===== config.mk =====
export PLATFORM = sky130hd
export DESIGN_NAME = ex_stage_ctrl
export DESIGN_NICKNAME = d
export VERILOG_FILES = /design/src/rtl/ex_stage_ctrl.sv
export SDC_FILE = /design/constraint.sdc
export NUM_CORES = 1
export LEC_CHECK = 0
export ABC_AREA = 0
export CAP_MARGIN = 20
export CORE_AREA = 2 2 150 152
export DETAILED_ROUTE_END_ITERATION = 7
export DIE_AREA = 0 0 152 154
export PLACE_DENSITY = 0.81
export SLEW_MARGIN = 20
export SYNTH_ARGS = -nofsm -noshare
export SYNTH_HDL_FRONTEND = slang
export SYNTH_SLANG_ARGS = --single-unit

===== constraint.sdc =====
create_clock -name clk -period 1.95 [get_ports clk]
set_input_delay 0.4875 -clock clk [delete_from_list [all_inputs] [get_ports clk]]
set_output_delay 0.4875 -clock clk [all_outputs]
set_load 0.02 [all_outputs]

===== src/rtl/ex_stage_ctrl.sv =====
// Execute-stage controller: decodes RV32I ALU/branch/memory encodings into ALU
// control codes, holds operands in an EX register and captures results downstream.
module ex_stage_ctrl (
  input  logic        clk,
  input  logic        rst_n,
  input  logic        flush,
  input  logic        in_valid,
  output logic        in_ready,
  input  logic [6:0]  in_opcode,
  input  logic [2:0]  in_funct3,
  input  logic        in_funct7_5,
  input  logic [31:0] in_rs1,
  input  logic [31:0] in_rs2,
  input  logic [31:0] in_imm,
  input  logic [31:0] in_pc,
  output logic [31:0] alu_a,
  output logic [31:0] alu_b,
  output logic [3:0]  alu_ctrl,
  input  logic [31:0] alu_result,
  input  logic        alu_zero,
  output logic        out_valid,
  input  logic        out_ready,
  output logic [31:0] out_result,
  output logic        out_br_taken,
  output logic [31:0] out_br_target,
  output logic        out_illegal,
  output logic [31:0] out_count
);

  localparam logic [3:0] ALU_ADD = 4'b0000;
  localparam logic [3:0] ALU_SUB = 4'b0001;
  localparam logic [3:0] ALU_AND = 4'b0010;
  localparam logic [3:0] ALU_OR  = 4'b0011;
  localparam logic [3:0] ALU_NOP = 4'b1111;

  localparam logic [6:0] OP_R      = 7'b0110011;
  localparam logic [6:0] OP_I      = 7'b0010011;
  localparam logic [6:0] OP_LOAD   = 7'b0000011;
  localparam logic [6:0] OP_STORE  = 7'b0100011;
  localparam logic [6:0] OP_BRANCH = 7'b1100011;

  logic [3:0]  dec_ctrl_s;
  logic        dec_illegal_s;
  logic        dec_beq_s;
  logic        dec_bne_s;
  logic        dec_use_imm_s;
  logic [31:0] dec_a_s;
  logic [31:0] dec_b_s;
  logic [31:0] dec_target_s;

  logic        ex_valid_q, ex_valid_d;
  logic [31:0] ex_a_q;
  logic [31:0] ex_b_q;
  logic [3:0]  ex_ctrl_q;
  logic        ex_beq_q;
  logic        ex_bne_q;
  logic        ex_illegal_q;
  logic [31:0] ex_target_q;

  logic        out_valid_q, out_valid_d;
  logic [31:0] out_result_q;
  logic        out_br_taken_q;
  logic [31:0] out_br_target_q;
  logic        out_illegal_q;
  logic [31:0] out_count_q, out_count_d;

  logic        advance_s;
  logic        accept_s;
  logic        load_out_s;
  logic        br_taken_s;

  // Instruction decode; unsupported encodings become a no-op with zero operands.
  always_comb begin
    dec_ctrl_s    = ALU_NOP;
    dec_illegal_s = 1'b0;
    dec_beq_s     = 1'b0;
    dec_bne_s     = 1'b0;
    dec_use_imm_s = 1'b0;
    case (in_opcode)
      OP_R: begin
        case (in_funct3)
          3'b000:  dec_ctrl_s = in_funct7_5 ? ALU_SUB : ALU_ADD;
          3'b111:  dec_ctrl_s = ALU_AND;
          3'b110:  dec_ctrl_s = ALU_OR;
          default: dec_illegal_s = 1'b1;
        endcase
      end
      OP_I: begin
        dec_use_imm_s = 1'b1;
        case (in_funct3)
          3'b000:  dec_ctrl_s = ALU_ADD;
          3'b111:  dec_ctrl_s = ALU_AND;
          3'b110:  dec_ctrl_s = ALU_OR;
          default: dec_illegal_s = 1'b1;
        endcase
      end
      OP_LOAD, OP_STORE: begin
        dec_use_imm_s = 1'b1;
        dec_ctrl_s    = ALU_ADD;
      end
      OP_BRANCH: begin
        case (in_funct3)
          3'b000: begin
            dec_ctrl_s = ALU_SUB;
            dec_beq_s  = 1'b1;
          end
          3'b001: begin
            dec_ctrl_s = ALU_SUB;
            dec_bne_s  = 1'b1;
          end
          default: dec_illegal_s = 1'b1;
        endcase
      end
      default: dec_illegal_s = 1'b1;
    endcase
    if (dec_illegal_s) begin
      dec_ctrl_s = ALU_NOP;
      dec_a_s    = 32'd0;
      dec_b_s    = 32'd0;
    end else begin
      dec_a_s = in_rs1;
      dec_b_s = dec_use_imm_s ? in_imm : in_rs2;
    end
  end

  // Branch target uses its own adder so the shared ALU stays free for the compare.
  assign dec_target_s = in_pc + in_imm;

  assign advance_s  = ~out_valid_q | out_ready;
  assign in_ready   = ~ex_valid_q | advance_s;
  assign accept_s   = in_valid & in_ready & ~flush;
  assign load_out_s = advance_s & ex_valid_q & ~flush;
  assign br_taken_s = (ex_beq_q & alu_zero) | (ex_bne_q & ~alu_zero);

  // Next-state for valid bits and the handshake counter (counter ignores flush).
  always_comb begin
    ex_valid_d  = ex_valid_q;
    out_valid_d = out_valid_q;
    out_count_d = out_count_q;
    if (flush) begin
      ex_valid_d  = 1'b0;
      out_valid_d = 1'b0;
    end else begin
      if (in_ready) begin
        ex_valid_d = in_valid;
      end else begin
        ex_valid_d = ex_valid_q;
      end
      if (advance_s) begin
        out_valid_d = ex_valid_q;
      end else begin
        out_valid_d = out_valid_q;
      end
    end
    if (out_valid_q & out_ready) begin
      out_count_d = out_count_q + 32'd1;
    end else begin
      out_count_d = out_count_q;
    end
  end

  // EX pipeline register; operands only change on accept so the ALU sees stable inputs.
  always_ff @(posedge clk or negedge rst_n) begin
    if (!rst_n) begin
      ex_valid_q   <= 1'b0;
      ex_a_q       <= 32'd0;
      ex_b_q       <= 32'd0;
      ex_ctrl_q    <= ALU_ADD;
      ex_beq_q     <= 1'b0;
      ex_bne_q     <= 1'b0;
      ex_illegal_q <= 1'b0;
      ex_target_q  <= 32'd0;
    end else begin
      ex_valid_q <= ex_valid_d;
      if (accept_s) begin
        ex_a_q       <= dec_a_s;
        ex_b_q       <= dec_b_s;
        ex_ctrl_q    <= dec_ctrl_s;
        ex_beq_q     <= dec_beq_s;
        ex_bne_q     <= dec_bne_s;
        ex_illegal_q <= dec_illegal_s;
        ex_target_q  <= dec_target_s;
      end
    end
  end

  // Output register capturing the ALU result and branch resolution.
  always_ff @(posedge clk or negedge rst_n) begin
    if (!rst_n) begin
      out_valid_q     <= 1'b0;
      out_result_q    <= 32'd0;
      out_br_taken_q  <= 1'b0;
      out_br_target_q <= 32'd0;
      out_illegal_q   <= 1'b0;
      out_count_q     <= 32'd0;
    end else begin
      out_valid_q <= out_valid_d;
      out_count_q <= out_count_d;
      if (load_out_s) begin
        out_result_q    <= alu_result;
        out_br_taken_q  <= br_taken_s;
        out_br_target_q <= ex_target_q;
        out_illegal_q   <= ex_illegal_q;
      end
    end
  end

  assign alu_a         = ex_a_q;
  assign alu_b         = ex_b_q;
  assign alu_ctrl      = ex_ctrl_q;
  assign out_valid     = out_valid_q;
  assign out_result    = out_result_q;
  assign out_br_taken  = out_br_taken_q;
  assign out_br_target = out_br_target_q;
  assign out_illegal   = out_illegal_q;
  assign out_count     = out_count_q;

endmodule


==> flow_summary.json <==
{
  "status": "complete, but fails checks",
  "violations": "negative setup slack",
  "tightest_slew_ns": 0.4817,
  "viasPerCell": 5.700,
  "synth_nets": 1108,
  "insertion_delay_ns": 0.52,
  "track_usage_pct": 28.43,
  "synth_cell_type_count": 71,
  "synth_area_sq_um": 9907,
  "antenna_cells": 0,
  "hold_path_class": "in -> reg",
  "ys_seq_area_share_pct": 51.02,
  "slew_viol_final": 0,
  "drive_gt1_share_pct": 31.44,
  "hold_end": "ex_target_q[0]$_DFFE_PN0P_",
  "cts_root_buf": "clkbuf_16",
  "max-clock-path-buffers": 3,
  "first_global_vias": 9895,
  "crit_fanout": 3,
  "setup.worst_path.end_class": "flip-flop",
  "finalWorstSetupSlack_ns": -0.2410,
  "drc": 0,
  "period_needed_ns": 2.191,
  "dp_slack_ns": -1.159,
  "nNetsFinal": 1622,
  "multi_input_area_sq_um": 5553,
  "min_period_over_period_pct": 112.4,
  "p_leak_nw": 8.102,
  "numCtsBuffers": 22,
  "yosysWarnings": 0,
  "ant_nets": 0,
  "synth_area_per_cell_sq_um": 11.03,
  "dpl.hpwl_microns": 23740,
  "synth_area_leader_cell": "dfrtp_1",
  "synth_seq_cells": 202,
  "power_mw": 13.77,
  "grt_pass1_wl_microns": 53540,
  "cts.clk_slew.worst_paths_ns": 0.07,
  "overflow": 0,
  "antenna_found_initial": 1,
  "fmax_mhz": 456.4,
  "routed_wl_microns": 36500,
  "powerDensity_nw_per_um2": 832.8,
  "synth_edf_count": 0,
  "slew_headroom_pct": 67.89,
  "fp.dieW_microns": 152,
  "worst_hold_slack_ns": 0.2787,
  "setup_violations": 13,
  "die_y_microns": 154,
  "drtPass1Iterations": 5,
  "crit_type": "in -> reg",
  "crit_required_ns": 2.35,
  "drt_iter0_markers": 698,
  "syn2layout_area_growth_pct": 66.90,
  "rows": 54,
  "gp_congestion": 0.9062,
  "syn_inst": 898,
  "hold_violations": 0,
  "rsz0062_at_grt": "yes",
  "yosys-top-cells-area": "dfrtp_1, mux2_2, nand2_1",
  "start_kind": "primary input",
  "start_util_pct": 45.68,
  "core-area_sq_um": 21690,
  "cts_tree": "done",
  "die-area_sq_um": 23410,
  "clock-sinks": 202,
  "async_reset_ff_share_pct": 100.0,
  "drv_cap": 0,
  "r2r_end": "out_count[30]$_DFFE_PN0P_",
  "synth_ff_type": "dfrtp_1",
  "ioPinCount": 345,
  "ctsHtreeMaxLevel": 1,
  "r2r_slack_ns": 0.08,
  "clock_skew_ns": 0.02533,
  "ir_worst_vdd_mv": 0.5878,
  "arrival_ns": 2.59,
  "min_path_cells": 4,
  "hp-start": "in_pc[0]",
  "timing.setup.tns_ns": -1.628,
  "wl_per_cell_microns": 21.37,
  "area.sequential_sq_um": 5056,
  "grt_max_degree": 44,
  "synth_top_area_share_pct": 51.02,
  "io_buffers": 344,
  "via_count": 9736,
  "reg2reg_depth": 7,
  "r2r_start": "out_count[7]$_DFFE_PN0P_",
  "fill_cells": 1368,
  "final_area_sq_um": 16530,
  "dpl_cell_area_sq_um": 14860
}
==> power breakdown <==
group / switching, mW / internal (mW)
Sequential: 0.362 / 4.78
Clock: 1.80 / 2.75
Combinational: 2.15 / 1.93
==> timing repair <==
item | CTS | global route
cloned | 0 | 0
hold endpoints to repair | 33 | 0
hold buffers | 1 | 0
pin swaps | 38 | 47
setup endpoints to repair | 195 | 78
gates resized for setup | 336 | 93
buffers inserted | 13 | 18
==> flip-flops by register name, summed over array words and instances (netlist names), 3 cells and up <==
register,flops
out_br_target,32
alu_b,32
out_result,32
ex_target_q,32
alu_ctrl,3
out_count,32
alu_a,32
==> critical path, cell delays in order <==
cell and delay (ns):
buf_8 0.10, ha_4 0.18, fa_2 0.39, a21oi_4 0.18, o211ai_4 0.12, a2111oi_4 0.48
buf_4 0.20, o21bai_4 0.08, buf_6 0.14, xnor2_2 0.16, o21ai_1 0.07
==> final cells by class <==
cell class | count | share of cell area [%]
multi-input cells | 647 | 33.58
flip-flops and latches | 202 | 30.58
repair buffers | 528 | 28.65
clock buffers | 30 | 3.935
well taps | 280 | 2.119
clock inverters | 10 | 0.8854
inverters | 11 | 0.2497
==> routing by layer <==
layer	share of wire, %	track usage (%)
met3	7.3	6.257
met1	37	33.32
met5	0.036	0
met4	5.6	12.91
met2	50	50.04
==> synthesized netlist by cell type, drive strengths merged (5+ instances only) <==
cell	count
dfrtp	202
nand2	117
o21ai	85
mux2	67
a21oi	53
nor2	36
xnor2	35
mux2i	33
a22o	32
ha	32
nand3	23
clkbuf	20
buf	18
xor2	17
nand4	16
nor3	14
inv	11
and2	7
o31ai	6
a211oi	5
a21o	5
and3	5
nor4	5
o211ai	5
==> cell usage in the layout, fill, tap and decap left out, types with 11 or more instances in the layout <==
| master | instances |
|---|---|
| a21oi_1 | 21 |
| a21oi_2 | 22 |
| a22o_1 | 32 |
| buf_4 | 165 |
| clkbuf_16 | 22 |
| clkdlybuf4s50_1 | 123 |
| dfrtp_1 | 201 |
| dlygate4sd2_1 | 191 |
| dlymetal6s2s_1 | 13 |
| ha_4 | 26 |
| inv_1 | 11 |
| mux2_2 | 66 |
| mux2i_1 | 33 |
| nand2_1 | 106 |
| nand3_1 | 20 |
| nand4_1 | 15 |
| nor2_1 | 28 |
| o21ai_0 | 58 |
| o21ai_1 | 15 |
| xnor2_1 | 34 |
| xor2_1 | 16 |
==> per-stage QoR <==
stage	utilization (%)	instances
2_1_floorplan	-	898
3_3_place_gp	68.50	1637
3_5_place_dp	68.50	1637
4_1_cts	74.27	1691
5_1_grt	76.24	1708
6_report	76.24	1708
==> cell families after synthesis <==
kind of cell	after synthesis	share of synthesized area, %
AOI/OAI and AO/OA	218	14.65
and+or+nand+nor	244	12.21
DFF	202	51.02
muxes	100	10.99
buffers and inverters	49	2.286
adders and majority gates	33	4.243
xor gates and xnor gates	52	4.597
==> how the worst max path moves through the flow <==
stage | startpoint | slack [ns] | cells after the start | to
after CTS | in_imm[0] | -0.17 | 9 | ex_target_q[28]$_DFFE_PN0P_
after global routing | in_imm[0] | -0.27 | 11 | ex_target_q[16]$_DFFE_PN0P_
final | in_imm[0] | -0.24 | 11 | ex_target_q[16]$_DFFE_PN0P_
after detailed placement | in_imm[0] | -1.16 | 9 | ex_target_q[24]$_DFFE_PN0P_
after global placement | in_imm[0] | -1.04 | 10 | ex_target_q[16]$_DFFE_PN0P_
after floorplan | in_imm[0] | -0.38 | 8 | ex_target_q[24]$_DFFE_PN0P_
No activity file was read; power rests on OpenSTA's default activity.
